## src/rtl/dr_fetch_bridge_if.sv

```systemverilog
// Dual-rail fetch/push channel bundle.
// master = bridge side, slave = producer/consumer side.
interface dr_fetch_bridge_if #(
  parameter int W = 32
);
  logic         i_0r;
  logic [W-1:0] i_0a0d;
  logic [W-1:0] i_0a1d;
  logic [W-1:0] o_0r0d;
  logic [W-1:0] o_0r1d;
  logic         o_0a;

  modport master (
    output i_0r,
    output o_0r0d,
    output o_0r1d,
    input  i_0a0d,
    input  i_0a1d,
    input  o_0a
  );

  modport slave (
    input  i_0r,
    input  o_0r0d,
    input  o_0r1d,
    output i_0a0d,
    output i_0a1d,
    output o_0a
  );
endinterface

```

## src/rtl/dr_fetch_bridge.sv

```systemverilog
// Dual-rail fetch bridge: pulls words from a passive dual-rail
// producer into a DEPTH-word FIFO and pushes them out as dual-rail
// four-phase transfers to a passive consumer.
// Ports: clk, nreset (async active-low), enable (permit fetches),
//   bus (dr_fetch_bridge_if.master: i_0r, i_0a0d/1d, o_0r0d/1d, o_0a),
//   level (buffered word count), rail_err (sticky rail conflict).
// Optional: DR_FETCH_RAILCHK_EN enables rail-conflict detection.
module dr_fetch_bridge #(
  parameter int W           = 32,
  parameter int DEPTH       = 2,
  parameter int SYNC_STAGES = 2
) (
  input  logic                         clk,
  input  logic                         nreset,
  input  logic                         enable,
  dr_fetch_bridge_if.master            bus,
  output logic [$clog2(DEPTH+1)-1:0]   level,
  output logic                         rail_err
);

  localparam int LW = $clog2(DEPTH + 1);
  localparam int PW = (DEPTH > 1) ? $clog2(DEPTH) : 1;
  localparam logic [LW-1:0] DEPTH_L = LW'(DEPTH);
  localparam logic [PW-1:0] LAST_P  = PW'(DEPTH - 1);

  typedef enum logic [1:0] {
    F_IDLE,
    F_REQ,
    F_NULL
  } f_state_e;

  typedef enum logic [1:0] {
    P_IDLE,
    P_DATA,
    P_RTZ
  } p_state_e;

  // Reset: asserts at once, releases after SYNC_STAGES edges.
  logic [SYNC_STAGES-1:0] rst_q;
  logic                   rst_n;

  always_ff @(posedge clk or negedge nreset) begin
    if (!nreset) begin
      rst_q <= '0;
    end else begin
      rst_q <= {rst_q[SYNC_STAGES-2:0], 1'b1};
    end
  end

  assign rst_n = rst_q[SYNC_STAGES-1];

  // Input synchronisers.
  logic [SYNC_STAGES-1:0][W-1:0] s0_q;
  logic [SYNC_STAGES-1:0][W-1:0] s1_q;
  logic [SYNC_STAGES-1:0]        sa_q;
  logic [W-1:0]                  p0_q;
  logic [W-1:0]                  p1_q;

  always_ff @(posedge clk or negedge rst_n) begin
    if (!rst_n) begin
      s0_q <= '0;
      s1_q <= '0;
      sa_q <= '0;
      p0_q <= '0;
      p1_q <= '0;
    end else begin
      s0_q <= {s0_q[SYNC_STAGES-2:0], bus.i_0a0d};
      s1_q <= {s1_q[SYNC_STAGES-2:0], bus.i_0a1d};
      sa_q <= {sa_q[SYNC_STAGES-2:0], bus.o_0a};
      p0_q <= s0_q[SYNC_STAGES-1];
      p1_q <= s1_q[SYNC_STAGES-1];
    end
  end

  logic [W-1:0] s0;
  logic [W-1:0] s1;
  logic         sa;
  logic         stable;
  logic         complete;
  logic         bad;
  logic         all_zero;

  assign s0 = s0_q[SYNC_STAGES-1];
  assign s1 = s1_q[SYNC_STAGES-1];
  assign sa = sa_q[SYNC_STAGES-1];

  // Code must hold for two consecutive samples.
  assign stable   = (s0 == p0_q) && (s1 == p1_q);
  assign all_zero = ~|{s0, s1};

`ifdef DR_FETCH_RAILCHK_EN
  assign bad      = |(s0 & s1);
  assign complete = stable && (&(s0 ^ s1));
`else
  assign bad      = 1'b0;
  assign complete = stable && (&(s0 | s1));
`endif

  // FIFO state.
  logic [W-1:0]  mem_q [DEPTH];
  logic [PW-1:0] wr_ptr_q;
  logic [PW-1:0] wr_ptr_d;
  logic [PW-1:0] rd_ptr_q;
  logic [PW-1:0] rd_ptr_d;
  logic [LW-1:0] level_q;
  logic [LW-1:0] level_d;

  f_state_e     f_q;
  p_state_e     p_q;
  logic         i_0r_q;
  logic         err_q;
  logic [W-1:0] o0_q;
  logic [W-1:0] o1_q;
  logic         wr_en;
  logic         pop;

  assign wr_en = (f_q == F_REQ) && !bad && complete;
  assign pop   = (p_q == P_RTZ) && !sa;

  function automatic logic [PW-1:0] nxt(
    input logic [PW-1:0] p
  );
    return (p == LAST_P) ? '0 : p + PW'(1);
  endfunction

  always_comb begin
    wr_ptr_d = wr_ptr_q;
    rd_ptr_d = rd_ptr_q;
    level_d  = level_q;
    if (wr_en) wr_ptr_d = nxt(wr_ptr_q);
    if (pop)   rd_ptr_d = nxt(rd_ptr_q);
    unique case ({wr_en, pop})
      2'b10:   level_d = level_q + LW'(1);
      2'b01:   level_d = level_q - LW'(1);
      default: level_d = level_q;
    endcase
  end

  always_ff @(posedge clk or negedge rst_n) begin
    if (!rst_n) begin
      wr_ptr_q <= '0;
      rd_ptr_q <= '0;
      level_q  <= '0;
      mem_q    <= '{default: '0};
    end else begin
      wr_ptr_q <= wr_ptr_d;
      rd_ptr_q <= rd_ptr_d;
      level_q  <= level_d;
      if (wr_en) mem_q[wr_ptr_q] <= s1;
    end
  end

  // Fetch FSM. enable is only looked at in F_IDLE,
  // so a started transaction always completes.
  always_ff @(posedge clk or negedge rst_n) begin
    if (!rst_n) begin
      f_q    <= F_IDLE;
      i_0r_q <= 1'b0;
      err_q  <= 1'b0;
    end else begin
      unique case (f_q)
        F_IDLE: begin
          if (enable && (level_q < DEPTH_L)) begin
            f_q    <= F_REQ;
            i_0r_q <= 1'b1;
          end
        end
        F_REQ: begin
          if (bad) begin
            err_q  <= 1'b1;
            i_0r_q <= 1'b0;
            f_q    <= F_NULL;
          end else if (complete) begin
            i_0r_q <= 1'b0;
            f_q    <= F_NULL;
          end
        end
        F_NULL: begin
          if (all_zero) f_q <= F_IDLE;
        end
        default: begin
          f_q    <= F_IDLE;
          i_0r_q <= 1'b0;
        end
      endcase
    end
  end

  // Push FSM. Rails only move on IDLE->DATA and DATA->RTZ.
  always_ff @(posedge clk or negedge rst_n) begin
    if (!rst_n) begin
      p_q  <= P_IDLE;
      o0_q <= '0;
      o1_q <= '0;
    end else begin
      unique case (p_q)
        P_IDLE: begin
          if (level_q != '0) begin
            p_q  <= P_DATA;
            o1_q <= mem_q[rd_ptr_q];
            o0_q <= ~mem_q[rd_ptr_q];
          end
        end
        P_DATA: begin
          if (sa) begin
            p_q  <= P_RTZ;
            o0_q <= '0;
            o1_q <= '0;
          end
        end
        P_RTZ: begin
          if (!sa) p_q <= P_IDLE;
        end
        default: begin
          p_q  <= P_IDLE;
          o0_q <= '0;
          o1_q <= '0;
        end
      endcase
    end
  end

  assign bus.i_0r   = i_0r_q;
  assign bus.o_0r0d = o0_q;
  assign bus.o_0r1d = o1_q;
  assign level      = level_q;

`ifdef DR_FETCH_RAILCHK_EN
  assign rail_err = err_q;
`else
  assign rail_err = 1'b0;
`endif

endmodule

```

## src/flat_wrapper.sv

```systemverilog
// flat-port wrapper written by rule: the top's interface ports become plain ports
module dr_fetch_bridge_flat 
#(
  parameter int W           = 32,
  parameter int DEPTH       = 2,
  parameter int SYNC_STAGES = 2
)
  (clk, nreset, enable, level, rail_err, bus_i_0r, bus_o_0r0d, bus_o_0r1d, bus_i_0a0d, bus_i_0a1d, bus_o_0a);
  dr_fetch_bridge_if #(.W(W)) bus_i ();
  input  logic clk;
  input  logic nreset;
  input  logic enable;
  output logic [$clog2(DEPTH+1)-1:0] level;
  output logic rail_err;
  output wire logic [$bits(bus_i.i_0r)-1:0] bus_i_0r;
  output wire logic [$bits(bus_i.o_0r0d)-1:0] bus_o_0r0d;
  output wire logic [$bits(bus_i.o_0r1d)-1:0] bus_o_0r1d;
  input wire logic [$bits(bus_i.i_0a0d)-1:0] bus_i_0a0d;
  input wire logic [$bits(bus_i.i_0a1d)-1:0] bus_i_0a1d;
  input wire logic [$bits(bus_i.o_0a)-1:0] bus_o_0a;
  assign bus_i_0r = bus_i.i_0r;
  assign bus_o_0r0d = bus_i.o_0r0d;
  assign bus_o_0r1d = bus_i.o_0r1d;
  assign bus_i.i_0a0d = bus_i_0a0d;
  assign bus_i.i_0a1d = bus_i_0a1d;
  assign bus_i.o_0a = bus_o_0a;
  dr_fetch_bridge #(.W(W), .DEPTH(DEPTH), .SYNC_STAGES(SYNC_STAGES)) u_core (.clk(clk), .nreset(nreset), .enable(enable), .bus(bus_i), .level(level), .rail_err(rail_err));
endmodule
```

## config.mk

```make
export PLATFORM = sky130hd
export DESIGN_NAME = dr_fetch_bridge_flat
export DESIGN_NICKNAME = d
export VERILOG_FILES = /design/src/rtl/dr_fetch_bridge_if.sv /design/src/rtl/dr_fetch_bridge.sv /design/src/flat_wrapper.sv
export SDC_FILE = /design/constraint.sdc
export NUM_CORES = 1
export LEC_CHECK = 0
export ABC_CLOCK_PERIOD_IN_PS = 9500
export CORE_MARGIN = 2
export CORE_UTILIZATION = 50
export DETAILED_ROUTE_END_ITERATION = 8
export PLACE_DENSITY_LB_ADDON = 0.1
export SETUP_SLACK_MARGIN = 0.15
export SYNTH_ARGS = -nofsm -noshare
export SYNTH_HDL_FRONTEND = slang
export SYNTH_SLANG_ARGS = --single-unit
```

## constraint.sdc

```tcl
create_clock -name clk -period 9.5 [get_ports clk]
set_input_delay 2.375 -clock clk [delete_from_list [all_inputs] [get_ports clk]]
set_output_delay 2.375 -clock clk [all_outputs]
set_load 0.02 [all_outputs]
```

### Word-level counts from Yosys, hierarchy flattened

Index checks and enable logic that the tools add are counted.

| storage, ports and cells | value |
|---|---|
| register bits after elaboration | 333 |
| input bits | 68 |
| output and inout port bits | 68 |
| word-level logic and storage cells | 88 |

| cells by class | value |
|---|---|
| add/subtract/negate cells | 4 |
| order comparisons | 4 |
| equal/unequal tests | 14 |
| mux-type cells | 25 |
| bitwise gates (word level) | 6 |
| reduce and logical (&&, ||, !) cells | 17 |

Operators with widths:

| kind | number |
|---|---|
| two-way mux 32 bit | 7 |
| case mux 32 bit (3 select lines) | 2 |
| bitwise mux 64 bit | 1 |
| == test 32 bit | 2 |
| OR reduction 64 bit | 1 |
| demux 32 bit (select 1 bit) | 1 |
| NOT 32 bit | 1 |
| OR 32 bit | 1 |
| AND reduction 32 bit | 1 |
| two-way mux 2 bit | 6 |
| case mux 2 bit (3 select lines) | 2 |
| AND reduction 3 bit | 4 |
| inequality test 2 x 1 -> 1 bit (second input constant) | 4 |
| == test 2 x 1 -> 1 bit (second input constant) | 3 |
| == test 2 bit (second input constant) | 3 |
| logical AND 1 bit | 6 |
| >= comparator 2 bit (second input constant) | 2 |
| logical NOT 2 bit | 2 |
| two-way mux 1 bit | 4 |
| inequality test 2 bit (second input constant) | 2 |
| NOT 1 -> 2 bit | 2 |
| case mux 2 bit (2 select lines) | 1 |
| nonzero test 2 bit | 2 |
| case mux 1 bit (3 select lines) | 1 |
| other kinds (7) | 9 |

### Longest topological paths before layout

| logic depth | value |
|---|---|
| word-level depth | 7 |
| mapped depth | 9 |
| depth with buffers taken out | 9 |

### Least setup slack after synthesis

OpenSTA, ideal clock, no wires.

| timing | value |
|---|---|
| path kind | input-to-reg |
| start | in enable |
| end | reg u_core.f_q[1] |
| library setup time | 66 ps |
| data arrival time | 3164 ps |
| required time | 9434 ps |
| slack | 6270 ps |
| stages | 6 |
| cell sequence | nor2b_1 nor3_1 nor3_1 a311oi_1 o21ai_0 nand2_1 |

| on the way | value |
|---|---|
| longest elaborated chain between the ends | 3 |

Ends and longest elaborated chain:

| element | line | RTL |
|---|---|---|
| from (decl) | flat_wrapper.sv:12 | `input logic enable;` |
| logical AND 1 bit | dr_fetch_bridge.sv:163 | `if (enable && (level_q < DEPTH_L)) begin` |
| inequality test 2 x 1 -> 1 bit (no line) | n/a |  |
| AND reduction 3 bit (no line) | n/a |  |
| to (signal assigned) | dr_fetch_bridge.sv:164 | `f_q <= F_REQ;` |
| to (signal assigned) | dr_fetch_bridge.sv:172 | `f_q <= F_NULL;` |
| to (signal assigned) | dr_fetch_bridge.sv:175 | `f_q <= F_NULL;` |
| to (decl) | dr_fetch_bridge.sv:108 | `f_state_e f_q;` |

No other way between the ends.
A chain may end at the register's enable or synchronous reset.

### Final worst setup path

| timing | value |
|---|---|
| start | reg u_core.level_q[1] (netlist: u_core.level[1]) |
| end | out level[1] |

RTL lines:

| element | line | RTL |
|---|---|---|
| from (decl) | dr_fetch_bridge.sv:105 | `logic [LW-1:0] level_q;` |
| from (signal assigned) | dr_fetch_bridge.sv:148 | `level_q <= level_d;` |
| to (decl) | flat_wrapper.sv:13 | `output logic [$clog2(DEPTH+1)-1:0] level;` |

No word-level cell between the ends.

==> impl_metrics.toml <==
[pwr]
peakVddDrop_uv = 155
power_frac_comb_pct = 3.9
powerDensity_nw_per_um2 = 206
p_clk_share_pct = 45.2
seqPwrFrac_pct = 50.9
p_sw_mw = 0.620
p_leak_nw = 6.35
intPower_mw = 2.34
netSwitchingFraction_pct = 21.0
p_total_mw = 2.96

[sta]
hold_viol = 0
hold_ws_ps = 346
slew_headroom_pct = 17.8
clock_skew_ps = 18.2
period_share_pct = 41.8
slew_violations = 0
rsz0062_at_grt = "false"
setup_viol = 0
clock.fmax_mhz = 252
max_slew.worst_pin.slew_ps = 1230
final.setup.worst_slack_ps = 5530
fin_setup_tns_ps = 0
fin_crit_ps = 3970

[logic_synthesis]
synth_cell_types = 45
synthFlopType = "dfrtp_1"
synthesis.area_um2 = 11600
yosys_warnings = 0
netlist_instances = 770
syn_avg_cell_area_um2 = 15.1
synth-async-reset-ratio_pct = 100
yosysSeqAreaShare_pct = 71.9
synth-seq-cells = 333
synth_fp_nets = 839
synth_edf_count = 0

[die]
start_util_pct = 51.0
rows = 55
dieWidth_um = 156
die_area_um2 = 24400
pin_count = 136
die_y_um = 156
core_um2 = 22700

[drt]
wire_per_inst_um = 20.4
wl_um = 25100
wl_met3_um = 1270
drt-met1-wl_um = 11500
met2_wirelength_um = 11400
drc = 0
drtIter0Drc = 307
vias_per_cell = 5.36
first_pass_iters = 4
top_layer = "met4"
via_count = 6598
ant_nets = 0

[clock_tree]
cts_inserted_buffers = 35
root_buffer = "clkbuf_16"
clk_pin_slew_ps = 60
clock_path_buffers = 3
cts_tree = "yes"
ctsResizeCount = 0
postCtsSetupBuffers = 0
clk_latency_ps = 500
cts_max_level = 2
clock_sinks = 333
holdBufCountCts = 0

[worst_setup_path]
crit_path_max_fanout = 5
cp-end-kind = "primary output"
crit_chain = "clkdlybuf4s50_1"
worstSetupPathType = "reg -> out"
worst_setup_path_start_kind = "register"
critical_path_buf_inv_count = 1
cp.arrival_ps = 1600
r2r_cells = 6
rr_startpoint = "u_core.s0[2]"
crit_required_ps = 7130
r2r_slack_ps = 6060
crit_family = "buffers and inverters"
max_stage_delay_ps = 650
r2r_end = "u_core.mem_q[18]"
cpMaxStageDelayCell = "clkdlybuf4s50_1"

[global_routing]
overflow = 0
grt_max_degree = 80
gr-usage-all-layers_pct = 21.5
antenna_found_initial = 0
grt_pass1_wl_um = 39600
grt_pass1_vias = 7049

[final_layout]
multi_input_area_um2 = 3120
final_cell_mix = "dfrtp_1 (331), clkdlybuf4s50_1 (134), mux2_2 (58)"
n_fill_cell = 1698
drive_above_1_share_pct = 14.7
final_common_cell = "dfrtp_1"
nNetsFinal = 993
antenna_cells = 0
seqCellArea_um2 = 8340
area_growth_pct = 24.0
final_util_pct = 63.3

[placed_design]
hpwlAfterDp_um = 18000
port_buffers = 134
dp_slack_ps = 5640
place_congestion = 0.870

[run]
max-cap-violations = 0

[worst_hold_path]
hold_class = "reg -> async"

[outcome]
status = "finished, final reports clean"
[layout make-up]
type	count	area share [%]
flip-flops and latches	333	58.0
clock inverters	10	0.731
repair buffers	141	9.69
inverters	4	0.104
multi-input cells	409	21.7
clock buffers	49	7.31
well taps	285	2.48
[cells in the mapped netlist (13+ instances only)]
cell,count,area [um^2]
a22o_1,32,280
xnor2_1,47,412
o21ai_0,35,175
nand2_1,36,135
mux2_2,58,653
clkbuf_1,15,56.3
dfrtp_1,333,8330
nand4_1,28,175
nor2b_1,13,81.3
nor2_1,40,150
xor2_1,16,140
mux2i_1,32,320
nor4_1,25,156
[logic make-up after synthesis]
family                     synth area share, %
buffers and inverters                     1.33
DFF                                       71.9
and+or+nand+nor                           7.92
xor gates and xnor gates                  4.76
other                                   0.0648
AOI/OAI and AO/OA                         4.63
adders and majority gates                0.108
muxes                                     9.30
[metal layers]
| layer | track usage, % | vias up |
|---|---|---|
| met5 | 0 | - |
| met1 | 31.1 | 3339 |
| met4 | 8.21 | 0 |
| met3 | 3.79 | 57 |
| met2 | 32.8 | 211 |
| li1 | - | 2991 |
[stage by stage]
stage	instance area [um^2]	cells
after floorplan	11600	770
after global placement	13200	1172
after detailed placement	13200	1172
after CTS	14400	1231
after global routing	14400	1231
final	14400	1231
[state kept, by name, summed over array words and instances (netlist names), 2 cells and up]
| signal | flops |
|---|---|
| u_core.sa_q | 2 |
| u_core.f_q | 2 |
| u_core.p0_q | 32 |
| u_core.bus.o_0r0d | 32 |
| u_core.p1_q | 32 |
| u_core.s1 | 32 |
| u_core.s1_q | 32 |
| u_core.mem_q | 64 |
| u_core.s0 | 32 |
| u_core.s0_q | 32 |
| u_core.rst_q | 2 |
| u_core.level | 2 |
| u_core.bus.o_0r1d | 32 |
| u_core.p_q | 2 |
[worst max path at each step]
stage | start | endpoint | slack (ps) | cells past startpoint
2_1_floorplan | u_core.rst_q[1] | u_core.bus.i_0r | 4060 | 0
3_3_place_gp | enable | u_core.f_q[1] | 5760 | 7
3_5_place_dp | enable | u_core.f_q[0] | 5640 | 6
4_1_cts | u_core.level[1] | level[1] | 5510 | 1
5_1_grt | u_core.level[1] | level[1] | 5460 | 1
6_report | u_core.level[1] | level[1] | 5530 | 1
[power by group through the flow]
stage                     Sequential [mW]  Clock (mW)  Combinational (mW)
after CTS                            1.51        1.37               0.116
after global placement               1.53           0               0.115
after detailed placement             1.53           0               0.116
after global routing                 1.51        1.43               0.127
after floorplan                      1.53           0              0.0435
final                                1.51        1.34               0.114
(Power assumes the default switching activity.)
